`src/rtl/down_timer_if.sv`:
```
// Control/status bundle between a local controller and the down_timer.
// The controller (master) drives the command pulses, mode and prescale;
// the timer (slave) returns the registered count and status flags.
interface down_timer_if #(
    parameter int WIDTH      = 8,
    parameter int PRESCALE_W = 8
);
    logic                  load;
    logic [WIDTH-1:0]      load_val;
    logic                  start;
    logic                  stop;
    logic                  count_clr;
    logic                  auto_reload;
    logic [PRESCALE_W-1:0] prescale;
    logic [WIDTH-1:0]      count;
    logic                  underflow;
    logic                  busy;
    logic                  done;

    modport master (
        output load, load_val, start, stop, count_clr, auto_reload, prescale,
        input  count, underflow, busy, done
    );

    modport slave (
        input  load, load_val, start, stop, count_clr, auto_reload, prescale,
        output count, underflow, busy, done
    );
endinterface

```
`src/rtl/down_timer.sv`:
```
// Loadable down-counting timer with programmable prescaler.
// IDLE holds, RUN decrements once per prescale+1 cycles, and the tick that
// takes the count from 1 to 0 is the terminal tick: it pulses underflow and
// either reloads (auto_reload) or parks the timer in DONE with count 0.
module down_timer #(
    parameter int WIDTH      = 8,
    parameter int PRESCALE_W = 8
) (
    input  logic      clk,
    input  logic      rst_n,
    down_timer_if.slave bus
);
    localparam logic [1:0] IDLE = 2'd0;
    localparam logic [1:0] RUN  = 2'd1;
    localparam logic [1:0] DONE = 2'd2;

    logic [1:0]            state_q, state_d;
    logic [WIDTH-1:0]      count_q, count_d;
    logic [WIDTH-1:0]      reload_q, reload_d;
    logic [PRESCALE_W-1:0] presc_q, presc_d;
    logic                  uf_q, uf_d;
    logic                  tick;
    logic                  terminal;

    // >= rather than == so lowering prescale below the running prescaler
    // value yields an immediate tick instead of a full wrap of the counter.
    assign tick     = (state_q == RUN) && (presc_q >= bus.prescale);
    assign terminal = tick && (count_q == WIDTH'(1));

    // Next-state logic; priority is count_clr > load > stop > start > tick.
    always_comb begin
        state_d  = (state_q == 2'd3) ? IDLE : state_q;
        count_d  = count_q;
        reload_d = reload_q;
        presc_d  = presc_q;
        uf_d     = 1'b0;

        if (bus.count_clr) begin
            // Reload register is deliberately kept so DONE->start still works.
            count_d = '0;
            presc_d = '0;
            state_d = IDLE;
        end else if (bus.load) begin
            count_d  = bus.load_val;
            reload_d = bus.load_val;
            presc_d  = '0;
            state_d  = IDLE;
        end else if (bus.stop && state_q == RUN) begin
            // Pause only: count and prescaler are held so start resumes in place.
            state_d = IDLE;
        end else if (bus.start && state_q != RUN) begin
            if (state_q == DONE) begin
                count_d = reload_q;
                presc_d = '0;
                state_d = (reload_q != '0) ? RUN : IDLE;
            end else if (count_q != '0) begin
                // Resume from IDLE keeps the partially elapsed prescale period.
                state_d = RUN;
            end
        end else if (state_q == RUN) begin
            if (tick) begin
                presc_d = '0;
                if (terminal) begin
                    uf_d = 1'b1;
                    if (bus.auto_reload) begin
                        count_d = reload_q;
                    end else begin
                        count_d = '0;
                        state_d = DONE;
                    end
                end else begin
                    count_d = count_q - WIDTH'(1);
                end
            end else begin
                presc_d = presc_q + PRESCALE_W'(1);
            end
        end
    end

    // State registers with asynchronous active-low reset.
    always_ff @(posedge clk or negedge rst_n) begin
        if (!rst_n) begin
            state_q  <= IDLE;
            count_q  <= '0;
            reload_q <= '0;
            presc_q  <= '0;
            uf_q     <= 1'b0;
        end else begin
            state_q  <= state_d;
            count_q  <= count_d;
            reload_q <= reload_d;
            presc_q  <= presc_d;
            uf_q     <= uf_d;
        end
    end

    assign bus.count     = count_q;
    assign bus.underflow = uf_q;
    assign bus.busy      = (state_q == RUN);
    assign bus.done      = (state_q == DONE);
endmodule

```
`src/flat_wrapper.sv`:
```
// flat-port wrapper written by rule: the top's interface ports become plain ports
module down_timer_flat 
#(
    parameter int WIDTH      = 8,
    parameter int PRESCALE_W = 8
)
  (clk, rst_n, bus_load, bus_load_val, bus_start, bus_stop, bus_count_clr, bus_auto_reload, bus_prescale, bus_count, bus_underflow, bus_busy, bus_done);
  down_timer_if #(.WIDTH(WIDTH), .PRESCALE_W(PRESCALE_W)) bus_i ();
  input  logic clk;
  input  logic rst_n;
  input wire logic [$bits(bus_i.load)-1:0] bus_load;
  input wire logic [$bits(bus_i.load_val)-1:0] bus_load_val;
  input wire logic [$bits(bus_i.start)-1:0] bus_start;
  input wire logic [$bits(bus_i.stop)-1:0] bus_stop;
  input wire logic [$bits(bus_i.count_clr)-1:0] bus_count_clr;
  input wire logic [$bits(bus_i.auto_reload)-1:0] bus_auto_reload;
  input wire logic [$bits(bus_i.prescale)-1:0] bus_prescale;
  output wire logic [$bits(bus_i.count)-1:0] bus_count;
  output wire logic [$bits(bus_i.underflow)-1:0] bus_underflow;
  output wire logic [$bits(bus_i.busy)-1:0] bus_busy;
  output wire logic [$bits(bus_i.done)-1:0] bus_done;
  assign bus_i.load = bus_load;
  assign bus_i.load_val = bus_load_val;
  assign bus_i.start = bus_start;
  assign bus_i.stop = bus_stop;
  assign bus_i.count_clr = bus_count_clr;
  assign bus_i.auto_reload = bus_auto_reload;
  assign bus_i.prescale = bus_prescale;
  assign bus_count = bus_i.count;
  assign bus_underflow = bus_i.underflow;
  assign bus_busy = bus_i.busy;
  assign bus_done = bus_i.done;
  down_timer #(.WIDTH(WIDTH), .PRESCALE_W(PRESCALE_W)) u_core (.clk(clk), .rst_n(rst_n), .bus(bus_i));
endmodule
```
`config.mk`:
```
export PLATFORM = sky130hd
export DESIGN_NAME = down_timer_flat
export DESIGN_NICKNAME = d
export VERILOG_FILES = /design/src/rtl/down_timer_if.sv /design/src/rtl/down_timer.sv /design/src/flat_wrapper.sv
export SDC_FILE = /design/constraint.sdc
export NUM_CORES = 1
export LEC_CHECK = 0
export CORE_UTILIZATION = 30
export DETAILED_ROUTE_END_ITERATION = 10
export GPL_TIMING_DRIVEN = 0
export HOLD_SLACK_MARGIN = 0.03
export PLACE_DENSITY = 0.62
export RECOVER_POWER = 100
export SYNTH_ARGS = -nofsm -noshare
export SYNTH_HDL_FRONTEND = slang
export SYNTH_SLANG_ARGS = --single-unit
export TNS_END_PERCENT = 1
```
`constraint.sdc`:
```
create_clock -name clk -period 2.31 [get_ports clk]
set_input_delay 0.693 -clock clk [delete_from_list [all_inputs] [get_ports clk]]
set_output_delay 0.693 -clock clk [all_outputs]
set_load 0.02 [all_outputs]
```
==> qor.yml <==
yosys:
  synth_top_family_by_area: "simple AND/OR/NAND/NOR gates"
  yosysSeqAreaShare_pct: 36.0
  synth_top_area_share_pct: 36.0
  synth_fa_ha_area_share_pct: 7.33
  synth-simple-area-share_pct: 22.8
  synth_xor_xnor_area_share_pct: 5.60
  yosys_warnings: 0
  netlist_instances: 202
  yosys-top-cells-area: "dfrtp_1, ha_1, xor2_1"
  muxShareOfSynthArea_pct: 5.26
  netlist_area_sq_um: 1880
  ys_ff_latch: 27
  synth_edf_count: 0
  avgSynthCellArea_sq_um: 9.30
  synth_async_sr_flop_share_pct: 100
  synthFlopType: "dfrtp_1"
  synth.largest_area_cell: "dfrtp_1"
  syn_nets: 236
  synth-compound-area-share_pct: 18.7
  synthDistinctLibCells: 43
die:
  die_y_um: 81.1
  fp.coreArea_sq_um: 5990
  die-area_sq_um: 6580
  num_rows: 28
  io_pins: 34
  initial_core_util_pct: 31.3
  die_w_um: 81.1
grt:
  antenna_found_initial: 0
  grt_max_degree: 28
  grt_pass1_vias: 1746
  track_usage_pct: 16.3
  grt.overflow.total: 0
  grt_first_pass_wirelength_um: 8190
drt:
  antenna_left: 0
  wl_per_cell_um: 15.7
  totalWireLength_um: 5020
  viasPerCell: 5.38
  first_pass_iters: 4
  route.vias.total: 1715
  drc: 0
  first_iter_violations: 67
worst_setup_path:
  rrSetupSlack_ns: 0.02
  required_ns: 2.52
  start_kind: "primary input"
  critical_path.max_fanout: 5
  setup.worst_path.class: "in -> reg"
  arrival_ns: 2.51
  cp-end-kind: "register"
cells_and_area:
  drive_gt1_share_pct: 21.3
  synthToLayoutAreaGrowth_pct: 34.2
  utilization_pct: 42.1
  mostFrequentLayoutCells: "dfrtp_1, nor2_1, nand2_1, nand3_1, clkdlybuf4s50_1"
  diodes: 0
  final_common_cell: "dfrtp_1"
  layout.nets: 279
clocking:
  ctsHtreeMaxLevel: 1
  cts_tree: "yes"
  clock_latency_ns: 0.27
  clockBufferDepth: 2
  root_buffer: "clkbuf_8"
  hold_buffers: 0
  cts_made_buffers: 3
  cts.sinks: 27
  path_clk_slew_ns: 0.09
timing:
  hold_viol_final: 0
  worstMarginPinSlew_ns: 1.48
  fin_skew_ns: 0.00873
  slew_headroom_pct: 1.17
  grt_setup_unrepaired: "true"
  drv_slew: 0
  timing.hold.ws_ns: 0.560
  fmax_mhz: 435
  fin_tns_setup_ns: 0
  finalCritPeriodShare_pct: 99.5
  fin_crit_ns: 2.30
  timing.final.ws_setup_ns: 0.0126
  setup_viol: 0
place:
  dp_hpwl_um: 3590
  place_ws_ns: -0.755
  io_buffers: 32
  gp_congestion: 0.867
hold_path:
  holdCritPathClass: "reg -> reg"
run:
  drv_cap: 0
power_and_ir_drop:
  total_power_mw: 1.16
  irDropWorstVdd_mv: 0.267
  p_leak_nw: 1.08
  powerDensity_nw_per_um2: 460
run_status:
  status: "completed"
==> stage by stage <==
step / instance area, sq um / cells
2_1_floorplan: 1910 / 202
3_3_place_gp: 2320 / 309
3_5_place_dp: 2320 / 309
4_1_cts: 2510 / 318
5_1_grt: 2520 / 319
6_report: 2520 / 319
==> flip-flops by register name, indices dropped and copies added, names as in the netlist <==
register	count
u_core.state_q	2
u_core.reload_q	8
u_core.presc_q	8
u_core.bus.underflow	1
u_core.bus.count	8
==> per-layer routing <==
metal,GRT usage (%),part of all wire [%],vias up
li1,-,-,828
met1,21.8,47,823
met2,26.5,47,58
met3,2.58,5.5,6
met4,5.71,1.2,0
met5,0,0,-
==> where the power goes <==
group	total [mW]	leakage, nW	switching [mW]	internal [mW]
Clock	0.271	0.0228	0.147	0.124
Sequential	0.555	0.351	0.0484	0.507
Combinational	0.332	0.709	0.169	0.163
==> area by class of cell <==
class	count	area, sq um
multi-input combinational	157	1280
fill	604	3470
tap	75	93.8
inverter	15	56.3
sequential	27	678
clock buffer	4	45.0
buffer	3	26.3
timing repair buffer	38	344
==> final timing paths <==
| kind | to | depth (start not counted) | startpoint |
|---|---|---|---|
| max in group asynchronous | u_core.presc_q[0]$_DFFE_PN0P_ | 1 | rst_n |
| worst max register to register | u_core.bus.count[7]$_DFFE_PN0P_ | 6 | u_core.bus.count[4]$_DFFE_PN0P_ |
| worst min-delay path | u_core.reload_q[7]$_DFFE_PN0P_ | 1 | u_core.reload_q[7]$_DFFE_PN0P_ |
| worst max-delay path | u_core.bus.count[0]$_DFFE_PN0P_ | 9 | bus_prescale[2] |
| worst min register to register | u_core.reload_q[7]$_DFFE_PN0P_ | 1 | u_core.reload_q[7]$_DFFE_PN0P_ |
| min in group asynchronous | u_core.reload_q[2]$_DFFE_PN0P_ | 1 | rst_n |
==> worst max-delay path, cell delays in order <==
cell	delay [ns]
dlygate4sd2_1	0.23
inv_1	0.05
ha_1	0.20
o21a_1	0.15
nor2_2	0.06
o31a_1	0.38
a211oi_4	0.39
o211a_1	0.21
a32o_1	0.16
==> kinds of logic (layout without fill, tap and decap cells) <==
kind of cell / Yosys count / count (layout)
AOI/OAI and AO/OA: 44 / 44
xor gates and xnor gates: 12 / 12
adders and majority gates: 11 / 11
buffers and inverters: 18 / 60
DFF: 27 / 27
muxes: 9 / 9
and+or+nand+nor: 81 / 81
==> what timing repair did <==
action,in CTS,in global routing
resized for setup,43,3
setup endpoints to repair,26,18
pin swaps,23,5
setup buffers,5,1
==> Yosys cell counts, types with 4 or more instances <==
library cell / n
inv_1: 15
o21ai_0: 4
a32o_1: 5
nand2_1: 14
and2_1: 5
dfrtp_1: 27
or3_1: 5
ha_1: 11
a211oi_1: 4
nor2_1: 21
mux2_2: 7
o211a_1: 5
nand3_1: 15
nand4_1: 4
xor2_1: 10
a21oi_1: 8
Power figures use the tool's default switching activity.
